===== config.mk =====
export PLATFORM = sky130hd
export DESIGN_NAME = rv32_dispatch_decoder_flat
export DESIGN_NICKNAME = d
export VERILOG_FILES = /design/src/rtl/rv32_dispatch_decoder_pkg.sv /design/src/rtl/rv32_dispatch_decoder_if.sv /design/src/rtl/rv32_dispatch_decoder_bht.sv /design/src/rtl/rv32_dispatch_decoder.sv /design/src/flat_wrapper.sv
export SDC_FILE = /design/constraint.sdc
export NUM_CORES = 1
export LEC_CHECK = 0
export CORE_ASPECT_RATIO = 0.75
export CORE_UTILIZATION = 45
export DETAILED_ROUTE_END_ITERATION = 8
export PLACE_DENSITY = 0.79
export SYNTH_ARGS = -nofsm -noshare
export SYNTH_HDL_FRONTEND = slang
export SYNTH_SLANG_ARGS = --single-unit

===== constraint.sdc =====
create_clock -name clk -period 11.6 [get_ports clk]
set_input_delay 2.32 -clock clk [delete_from_list [all_inputs] [get_ports clk]]
set_output_delay 2.32 -clock clk [all_outputs]
set_load 0.01 [all_outputs]

===== src/rtl/rv32_dispatch_decoder_pkg.sv =====
// Shared decode constants, type-field layouts and immediate helpers for
// the RV32I dispatch stage and the ROB/RS/LSB back end.
package rv32_dispatch_decoder_pkg;

  typedef logic [31:0] word_t;

  localparam logic [6:0] OPC_LUI    = 7'b0110111;
  localparam logic [6:0] OPC_AUIPC  = 7'b0010111;
  localparam logic [6:0] OPC_JAL    = 7'b1101111;
  localparam logic [6:0] OPC_JALR   = 7'b1100111;
  localparam logic [6:0] OPC_BRANCH = 7'b1100011;
  localparam logic [6:0] OPC_LOAD   = 7'b0000011;
  localparam logic [6:0] OPC_STORE  = 7'b0100011;
  localparam logic [6:0] OPC_OPIMM  = 7'b0010011;
  localparam logic [6:0] OPC_OP     = 7'b0110011;

  localparam word_t EXIT_INST = 32'hFF9FF06F;

  typedef enum logic [1:0] {
    ROB_NORMAL = 2'd0,
    ROB_BRANCH = 2'd1,
    ROB_STORE  = 2'd2,
    ROB_EXIT   = 2'd3
  } rob_type_e;

  typedef struct packed {
    logic [2:0] funct3;
    logic       alt;
    logic       is_branch;
  } rs_type_t;

  typedef struct packed {
    logic [2:0] funct3;
    logic       is_store;
  } lsb_type_t;

  function automatic word_t imm_i(word_t i);
    return {{20{i[31]}}, i[31:20]};
  endfunction

  function automatic word_t imm_b(word_t i);
    return {{19{i[31]}}, i[31], i[7], i[30:25], i[11:8], 1'b0};
  endfunction

  function automatic word_t imm_j(word_t i);
    return {{11{i[31]}}, i[31], i[19:12], i[20], i[30:21], 1'b0};
  endfunction

  function automatic word_t imm_u(word_t i);
    return {i[31:12], 12'h000};
  endfunction

endpackage


===== src/rtl/rv32_dispatch_decoder_if.sv =====
// Fetch-to-decode handshake: instruction word and PC with valid/ready.
interface rv32_dispatch_decoder_if;
  import rv32_dispatch_decoder_pkg::*;

  logic  if_valid;
  logic  if_ready;
  word_t if_pc;
  word_t if_inst;

  modport master (
    output if_valid, if_pc, if_inst,
    input  if_ready
  );

  modport slave (
    input  if_valid, if_pc, if_inst,
    output if_ready
  );
endinterface


===== src/rtl/rv32_dispatch_decoder_bht.sv =====
// dec_bht: 2-bit saturating branch counters, built only with DEC_BPRED_EN.
// Lookups are combinational and see the value before a same-edge update.
`ifdef DEC_BPRED_EN
module dec_bht #(
  parameter  int DEPTH = 64,
  localparam int IW    = $clog2(DEPTH)
) (
  input  logic          clk,
  input  logic          rst_n,
  input  logic          rdy,
  input  logic [IW-1:0] rd_idx,
  output logic          taken,
  input  logic          upd_valid,
  input  logic          upd_taken,
  input  logic [IW-1:0] upd_idx
);
  logic [1:0] cnt [DEPTH];

  assign taken = cnt[rd_idx][1];

  always_ff @(posedge clk) begin
    if (!rst_n) begin
      for (int i = 0; i < DEPTH; i++)
        cnt[i] <= 2'b10;
    end else if (rdy && upd_valid) begin
      if (upd_taken && cnt[upd_idx] != 2'b11)
        cnt[upd_idx] <= cnt[upd_idx] + 2'd1;
      else if (!upd_taken && cnt[upd_idx] != 2'b00)
        cnt[upd_idx] <= cnt[upd_idx] - 2'd1;
    end
  end
endmodule
`endif


===== src/rtl/rv32_dispatch_decoder.sv =====
// RV32I single-issue decode/dispatch stage with registered ROB/RS/LSB entry.
// DEC_BPRED_EN adds a BHT predictor; otherwise branches predict taken.
module rv32_dispatch_decoder
  import rv32_dispatch_decoder_pkg::*;
#(
  parameter int ROB_IDX_W = 4,
  parameter int BHT_DEPTH = 64
) (
  input  logic                 clk,
  input  logic                 rst_n,
  input  logic                 rdy,
  input  logic                 flush,
  rv32_dispatch_decoder_if.slave fe,
  output logic                 redirect_valid,
  output logic [31:0]          redirect_pc,
  output logic [4:0]           rs1_id,
  output logic [4:0]           rs2_id,
  input  logic [31:0]          rs1_val,
  input  logic [31:0]          rs2_val,
  input  logic                 rs1_busy,
  input  logic                 rs2_busy,
  input  logic [ROB_IDX_W-1:0] rs1_tag,
  input  logic [ROB_IDX_W-1:0] rs2_tag,
  input  logic                 rob_full,
  input  logic                 rs_full,
  input  logic                 lsb_full,
  input  logic [ROB_IDX_W-1:0] rob_tail,
  output logic                 rob_valid,
  output logic                 rs_valid,
  output logic                 lsb_valid,
  output logic [1:0]           rob_type,
  output logic [4:0]           rob_rd,
  output logic [31:0]          rob_imm,
  output logic                 rob_done,
  output logic [31:0]          rob_pc,
  output logic [31:0]          rob_alt_pc,
  output logic                 rob_pred_taken,
  output logic [31:0]          op1_val,
  output logic [31:0]          op2_val,
  output logic                 op1_busy,
  output logic                 op2_busy,
  output logic [ROB_IDX_W-1:0] op1_tag,
  output logic [ROB_IDX_W-1:0] op2_tag,
  output logic [ROB_IDX_W-1:0] dst_tag,
  output logic [4:0]           rs_type,
  output logic [3:0]           lsb_type,
  output logic [11:0]          lsb_offset,
  input  logic                 bp_upd_valid,
  input  logic                 bp_upd_taken,
  input  logic [31:0]          bp_upd_pc
);
  word_t      inst, pc, pc4, br_tgt;
  logic [6:0] opc;
  logic [2:0] f3;
  logic is_op, is_opi, is_br, is_ld, is_st;
  logic is_lui, is_auipc, is_jal, is_jalr, is_exit;
  logic need_rs, need_lsb, use_rs1, use_rs2;
  logic jalr_stall, accept, pred, unused_bp;

  assign inst   = fe.if_inst;
  assign pc     = fe.if_pc;
  assign opc    = inst[6:0];
  assign f3     = inst[14:12];
  assign rs1_id = inst[19:15];
  assign rs2_id = inst[24:20];

  assign is_exit  = inst == EXIT_INST;
  assign is_op    = opc == OPC_OP;
  assign is_opi   = opc == OPC_OPIMM;
  assign is_br    = opc == OPC_BRANCH;
  assign is_ld    = opc == OPC_LOAD;
  assign is_st    = opc == OPC_STORE;
  assign is_lui   = opc == OPC_LUI;
  assign is_auipc = opc == OPC_AUIPC;
  assign is_jal   = opc == OPC_JAL && !is_exit;
  assign is_jalr  = opc == OPC_JALR;

  assign need_rs  = is_op | is_opi | is_br;
  assign need_lsb = is_ld | is_st;
  assign use_rs1  = need_rs | need_lsb;
  assign use_rs2  = is_op | is_br | is_st;

`ifdef DEC_BPRED_EN
  localparam int IDX_W = $clog2(BHT_DEPTH);

  dec_bht #(.DEPTH(BHT_DEPTH)) u_bht (
    .clk       (clk),
    .rst_n     (rst_n),
    .rdy       (rdy),
    .rd_idx    (pc[IDX_W+1:2]),
    .taken     (pred),
    .upd_valid (bp_upd_valid),
    .upd_taken (bp_upd_taken),
    .upd_idx   (bp_upd_pc[IDX_W+1:2])
  );
  assign unused_bp = ^bp_upd_pc;
`else
  assign pred      = 1'b1;
  assign unused_bp = ^{bp_upd_valid, bp_upd_taken, bp_upd_pc,
                       32'(BHT_DEPTH)};
`endif

  // JALR target needs rs1 now, so it waits until rs1 is no longer renamed.
  assign jalr_stall = is_jalr & rs1_busy & (rs1_id != 5'd0);

  assign accept = fe.if_valid & !rob_full
                & (!need_rs | !rs_full)
                & (!need_lsb | !lsb_full)
                & !jalr_stall & !flush & rdy;

  assign fe.if_ready = accept;

  assign pc4    = pc + 32'd4;
  assign br_tgt = pc + imm_b(inst);

  rob_type_e  n_type;
  logic [4:0] n_rd;
  word_t      n_imm, n_alt, n_tgt, n_op2;
  logic       n_done, n_redir, n_pred, shamt_op;
  rs_type_t   n_rs;
  lsb_type_t  n_lsb;

  always_comb begin
    n_type  = ROB_NORMAL;
    n_rd    = inst[11:7];
    n_imm   = '0;
    n_done  = 1'b0;
    n_alt   = pc4;
    n_tgt   = pc + imm_j(inst);
    n_redir = 1'b0;
    n_pred  = 1'b0;
    unique case (1'b1)
      is_exit: begin
        n_type = ROB_EXIT;
        n_rd   = '0;
        n_done = 1'b1;
      end
      is_lui: begin
        n_imm  = imm_u(inst);
        n_done = 1'b1;
      end
      is_auipc: begin
        n_imm  = pc + imm_u(inst);
        n_done = 1'b1;
      end
      is_jal: begin
        n_imm   = pc4;
        n_done  = 1'b1;
        n_redir = 1'b1;
      end
      is_jalr: begin
        n_imm   = pc4;
        n_done  = 1'b1;
        n_redir = 1'b1;
        n_tgt   = (rs1_val + imm_i(inst)) & ~32'd1;
      end
      is_br: begin
        n_type  = ROB_BRANCH;
        n_rd    = '0;
        n_pred  = pred;
        n_redir = pred;
        n_tgt   = br_tgt;
        n_alt   = pred ? pc4 : br_tgt;
      end
      is_st: begin
        n_type = ROB_STORE;
        n_rd   = '0;
      end
      is_op, is_opi, is_ld: ;
      default: begin
        n_rd   = '0;
        n_done = 1'b1;
      end
    endcase
  end

  assign shamt_op = is_opi && (f3 == 3'b001 || f3 == 3'b101);
  assign n_op2 = is_opi  ? (shamt_op ? {27'd0, inst[24:20]}
                                     : imm_i(inst))
               : use_rs2 ? rs2_val : '0;

  assign n_rs = '{funct3: f3,
                  alt: inst[30] & (is_op | (is_opi & f3 == 3'b101)),
                  is_branch: is_br};
  assign n_lsb = '{funct3: f3, is_store: is_st};

  always_ff @(posedge clk) begin
    if (!rst_n) begin
      rob_valid      <= 1'b0;
      rs_valid       <= 1'b0;
      lsb_valid      <= 1'b0;
      redirect_valid <= 1'b0;
      redirect_pc    <= '0;
      rob_type       <= '0;
      rob_rd         <= '0;
      rob_imm        <= '0;
      rob_done       <= 1'b0;
      rob_pc         <= '0;
      rob_alt_pc     <= '0;
      rob_pred_taken <= 1'b0;
      op1_val        <= '0;
      op2_val        <= '0;
      op1_busy       <= 1'b0;
      op2_busy       <= 1'b0;
      op1_tag        <= '0;
      op2_tag        <= '0;
      dst_tag        <= '0;
      rs_type        <= '0;
      lsb_type       <= '0;
      lsb_offset     <= '0;
    end else if (rdy) begin
      rob_valid      <= accept;
      rs_valid       <= accept & need_rs;
      lsb_valid      <= accept & need_lsb;
      redirect_valid <= accept & n_redir;
      if (accept) begin
        redirect_pc    <= n_tgt;
        rob_type       <= n_type;
        rob_rd         <= n_rd;
        rob_imm        <= n_imm;
        rob_done       <= n_done;
        rob_pc         <= pc;
        rob_alt_pc     <= n_alt;
        rob_pred_taken <= n_pred;
        op1_val        <= use_rs1 ? rs1_val : '0;
        op2_val        <= n_op2;
        op1_busy       <= use_rs1 & rs1_busy & (rs1_id != 5'd0);
        op2_busy       <= use_rs2 & rs2_busy & (rs2_id != 5'd0);
        op1_tag        <= use_rs1 ? rs1_tag : '0;
        op2_tag        <= use_rs2 ? rs2_tag : '0;
        dst_tag        <= rob_tail;
        rs_type        <= n_rs;
        lsb_type       <= n_lsb;
        lsb_offset     <= is_st ? {inst[31:25], inst[11:7]}
                                : inst[31:20];
      end
    end
  end
endmodule


===== src/flat_wrapper.sv =====
// flat-port wrapper written by rule: the top's interface ports become plain ports
module rv32_dispatch_decoder_flat import rv32_dispatch_decoder_pkg::*;
#(
  parameter int ROB_IDX_W = 4,
  parameter int BHT_DEPTH = 64
)
  (clk, rst_n, rdy, flush, redirect_valid, redirect_pc, rs1_id, rs2_id, rs1_val, rs2_val, rs1_busy, rs2_busy, rs1_tag, rs2_tag, rob_full, rs_full, lsb_full, rob_tail, rob_valid, rs_valid, lsb_valid, rob_type, rob_rd, rob_imm, rob_done, rob_pc, rob_alt_pc, rob_pred_taken, op1_val, op2_val, op1_busy, op2_busy, op1_tag, op2_tag, dst_tag, rs_type, lsb_type, lsb_offset, bp_upd_valid, bp_upd_taken, bp_upd_pc, fe_if_valid, fe_if_pc, fe_if_inst, fe_if_ready);
  rv32_dispatch_decoder_if fe_i ();
  input  logic clk;
  input  logic rst_n;
  input  logic rdy;
  input  logic flush;
  output logic redirect_valid;
  output logic [31:0] redirect_pc;
  output logic [4:0] rs1_id;
  output logic [4:0] rs2_id;
  input  logic [31:0] rs1_val;
  input  logic [31:0] rs2_val;
  input  logic rs1_busy;
  input  logic rs2_busy;
  input  logic [ROB_IDX_W-1:0] rs1_tag;
  input  logic [ROB_IDX_W-1:0] rs2_tag;
  input  logic rob_full;
  input  logic rs_full;
  input  logic lsb_full;
  input  logic [ROB_IDX_W-1:0] rob_tail;
  output logic rob_valid;
  output logic rs_valid;
  output logic lsb_valid;
  output logic [1:0] rob_type;
  output logic [4:0] rob_rd;
  output logic [31:0] rob_imm;
  output logic rob_done;
  output logic [31:0] rob_pc;
  output logic [31:0] rob_alt_pc;
  output logic rob_pred_taken;
  output logic [31:0] op1_val;
  output logic [31:0] op2_val;
  output logic op1_busy;
  output logic op2_busy;
  output logic [ROB_IDX_W-1:0] op1_tag;
  output logic [ROB_IDX_W-1:0] op2_tag;
  output logic [ROB_IDX_W-1:0] dst_tag;
  output logic [4:0] rs_type;
  output logic [3:0] lsb_type;
  output logic [11:0] lsb_offset;
  input  logic bp_upd_valid;
  input  logic bp_upd_taken;
  input  logic [31:0] bp_upd_pc;
  input wire logic [$bits(fe_i.if_valid)-1:0] fe_if_valid;
  input wire logic [$bits(fe_i.if_pc)-1:0] fe_if_pc;
  input wire logic [$bits(fe_i.if_inst)-1:0] fe_if_inst;
  output wire logic [$bits(fe_i.if_ready)-1:0] fe_if_ready;
  assign fe_i.if_valid = fe_if_valid;
  assign fe_i.if_pc = fe_if_pc;
  assign fe_i.if_inst = fe_if_inst;
  assign fe_if_ready = fe_i.if_ready;
  rv32_dispatch_decoder #(.ROB_IDX_W(ROB_IDX_W), .BHT_DEPTH(BHT_DEPTH)) u_core (.clk(clk), .rst_n(rst_n), .rdy(rdy), .flush(flush), .fe(fe_i), .redirect_valid(redirect_valid), .redirect_pc(redirect_pc), .rs1_id(rs1_id), .rs2_id(rs2_id), .rs1_val(rs1_val), .rs2_val(rs2_val), .rs1_busy(rs1_busy), .rs2_busy(rs2_busy), .rs1_tag(rs1_tag), .rs2_tag(rs2_tag), .rob_full(rob_full), .rs_full(rs_full), .lsb_full(lsb_full), .rob_tail(rob_tail), .rob_valid(rob_valid), .rs_valid(rs_valid), .lsb_valid(lsb_valid), .rob_type(rob_type), .rob_rd(rob_rd), .rob_imm(rob_imm), .rob_done(rob_done), .rob_pc(rob_pc), .rob_alt_pc(rob_alt_pc), .rob_pred_taken(rob_pred_taken), .op1_val(op1_val), .op2_val(op2_val), .op1_busy(op1_busy), .op2_busy(op2_busy), .op1_tag(op1_tag), .op2_tag(op2_tag), .dst_tag(dst_tag), .rs_type(rs_type), .lsb_type(lsb_type), .lsb_offset(lsb_offset), .bp_upd_valid(bp_upd_valid), .bp_upd_taken(bp_upd_taken), .bp_upd_pc(bp_upd_pc));
endmodule

==> results.md <==
* Root Buffer: clkbuf_16
* Non-Filler Instances at 2468
* Total global-route track usage at 31.5%
* Top cells by count, synth: 234 x dfxtp_1, 215 x nand2_1, 207 x nor2_1
* WHS Endpoint: u_core.redirect_pc[0]$_SDFFE_PN0P_
* Final Hold Fails at 0
* LEAKAGE at 6.94 nW
* Pwr Density at 117 mW/mm²
* Post-synth net total at 2004
* Synth-to-Final Area Change at 37.1%
* First-pass iteration count of the detailed router at 5
* Share of cells above drive strength 1 at 4.39%
* Sw Share at 28.6%
* Setup ws final at 3.42 ns
* Asr flop ratio synth at 0%
* Grt total ovfl at 0
* Sequential Area at 0.00468 mm²
* Die area at 0.0308 mm²
* Routed WL per cell at 20.5 µm
* DR vias at 14500
* RSZ-0062 raised after global routing: false
* Post-route clock period utilization at between 70% and 80%
* Slowest-stage cell, CP: clkdlybuf4s50_1
* Final WL at 50700 µm
* Total power at 2.18 mW
* R2R depth at 3
* Final setup viols at 0
* Yosys cell types at 68
* Layout Utilization at roughly 63%
* Detail Placement HPWL at 36700 µm
* Vias in the first global route at between 10000 and 15000
* Part of the power in the clock network at 41.1%
* Worst VDD drop at roughly 0.12 mV
* Max H-tree Level at 1
* Clock transition at path regs at 0.06 ns
* Top cells by area, synth: dfxtp_1 35%, ha_1 7.7%, a21oi_1 7.0%
* Pre-CTS setup slack at roughly 3.5 ns
* Slowest stage delay, CP at 0.60 ns
* CP Data Arrival Time at 5.86 ns
* Post-synth top area cell: dfxtp_1
* Port bufs at 400
* Die Wd at 202 µm
* Hold Path Origin: u_core.redirect_pc[0]$_SDFFE_PN0P_
* Post-route ant nets at 0
* CTS tree: built
* CTS Buf Count at 25
* Pint at between 1.5 and 2 mW
* Ys Warns at 0
* Vias/cell at 5.89
* Initial DRC Count at 1087
* Mean Syn Cell Area at between 7 and 8 µm²
* Core ar. at 0.0293 mm²
* First-pass GRT wire length at 77100 µm
* # fillers at 2574
* Syn Inst Count at 1734
* Reg2Reg Setup Slack at ~11 ns
* Global placer's final weighted congestion at 0.962
* CP Capture Type: output port
* Crit-path cells: clkdlybuf4s50_1 > buf_4 > nor2b_1 > nand2_1 > or3_1 > buf_4 > o21ai_0 > a21o_4 > inv_6 > clkdlybuf4s50_1
* Worst Hold Class: reg2reg
* Reg-to-Reg Start: u_core.rob_imm[27]$_SDFFE_PN0P_
* Required time worst endpoint at 9.28 ns
* Relative slew margins at 23.6%
* Ports at ~440
* Mapped cell area at 0.0135 mm²
* Cell count after placement at about 2400
* Clock skew at 0 ns
* Switching power at 0.623 mW
* Worst slew pin tran at between 1 and 1.5 ns
* Hold_buf cts at 0
* Fin Setup TNS at 0 ns
* Hold Path Cell Cnt at 2
* Initial Utilization at between 40% and 50%
* Nets@finish at 2325
* Clock latency on the worst-skew pair at 0.56 ns
* Num rows at 54
* Post-CTS sizing at 0
* Status: complete, no violations
* EDFF count, synth at 0
* Critical path type: in2out
* Sequential-to-total area share from yosys stat at 34.6%
* Fin crit period at 8.18 ns
* Most numerous cell in the Yosys netlist: dfxtp_1
* Final Max Slew Viols at 0
* Clk sinks at 234
* Fmax at 122 MHz
* Largest net degree at the start of global routing at 114
* Startpoint types: input port
* Power share of the combinational group at 20.8%
* Post-synth top area share at 34.6%
* Die height at 152 µm
* Seq pwr share at 38.1%
* Area occupied by multi-input gates at around 0.0083 mm²
* Number of post-CTS setup repair buffers at 0
* Initial antenna violation count at 2
* Residual DRC at 0
* Max FO, Critical Path at 73
* Clock buffer depth at 3
* R2R Path End: u_core.rob_imm[27]$_SDFFE_PN0P_
* Max-cap violations at 0
* Dominant synthesized flop cell: dfxtp_1
* Synth Register Bits at 234
-- power groups by stage --
stage	logic (mW)	clock network, mW	registers [mW]
after global routing	0.492	0.938	0.832
after global placement	0.437	0	0.848
after floorplan	0.251	0	0.856
after CTS	0.449	0.905	0.830
final	0.453	0.894	0.831
after detailed placement	0.445	0	0.848
-- layout by cell type (no fill, tap or decap), types with 5 or more instances in the layout --
master	n
a211oi_1	49
a21boi_0	5
a21o_1	44
a21oi_1	189
a221oi_1	19
a22oi_1	49
a311oi_1	6
a31o_2	5
a31oi_1	11
and2_1	8
and3_1	19
buf_4	17
bufinv_16	5
clkbuf_16	25
clkdlybuf4s50_1	398
dfxtp_1	234
ha_1	83
inv_1	20
mux2_2	6
mux2i_1	9
nand2_1	215
nand2b_1	14
nand3_1	36
nand4_1	15
nor2_1	205
nor2b_1	13
nor3_1	49
o211ai_1	6
o21a_1	9
o21ai_0	114
o21bai_1	5
o221ai_1	10
o31ai_1	7
or4_1	5
xnor2_1	46
xor2_1	44
-- stage by stage --
stage / cell area [µm²] / hold slack (ns)
floorplan: 13500 / 0.476
global placement: 17700 / 0.438
detailed placement: 17700 / 0.445
CTS: 18600 / 0.452
global route: 18600 / 0.465
finish: 18600 / 0.453
-- state kept, by name, summed over array words and instances, names as in the netlist, 2 cells and up --
register / flops
u_core.rob_imm: 32
u_core.op2_val: 32
u_core.op1_val: 32
u_core.lsb_type: 4
u_core.op2_tag: 4
u_core.rob_rd: 5
u_core.lsb_offset: 12
u_core.redirect_pc: 32
u_core.rs_type: 2
u_core.rob_type: 2
u_core.dst_tag: 4
u_core.op1_tag: 4
u_core.rob_pc: 30
u_core.rob_alt_pc: 32
-- critical path, delay by kind of cell --
| family | cells | cell delay (ns) |
|---|---|---|
| buffers and inverters | 5 | 1.94 |
| AO/OA/AOI/OAI | 2 | 0.81 |
| AND/OR/NAND/NOR | 3 | 0.70 |
-- kinds of logic after synthesis --
logic type | share of synthesized area (%)
buffers and inverters | 4.48
and+or+nand+nor | 19.6
xor gates and xnor gates | 5.82
DFF | 34.6
AOI/OAI and AO/OA | 26.2
adders and majority gates | 8.11
muxes | 1.27
-- layout make-up --
cell class / count / area share, %
flip-flops and latches: 234 / 25.2
clock buffers: 32 / 3.67
clock inverters: 14 / 1.21
diodes: 2 / 0.0269
inverters: 22 / 0.498
multi-input cells: 1355 / 44.6
repair buffers: 417 / 22.2
well taps: 392 / 2.64
-- per-layer routing --
metal	routed length [µm]	vias to the layer above	track usage [%]
met1	21700	6893	42.7
met5	0	-	0
met4	1670	0	9.52
li1	-	6862	-
met2	22900	667	50.1
met3	4440	108	6.54
-- worst max path at each step --
| stage | from | endpoint | slack [ns] | cells past startpoint |
|---|---|---|---|---|
| final | fe_if_inst[5] | fe_if_ready | 3.42 | 10 |
| after detailed placement | fe_if_inst[5] | fe_if_ready | 3.46 | 10 |
| after global routing | fe_if_inst[5] | fe_if_ready | 3.26 | 10 |
| after global placement | fe_if_inst[5] | fe_if_ready | 3.54 | 10 |
| after floorplan | fe_if_inst[16] | fe_if_ready | 5.23 | 8 |
| after CTS | fe_if_inst[5] | fe_if_ready | 3.47 | 10 |
No activity file was read; power rests on OpenSTA's default activity.
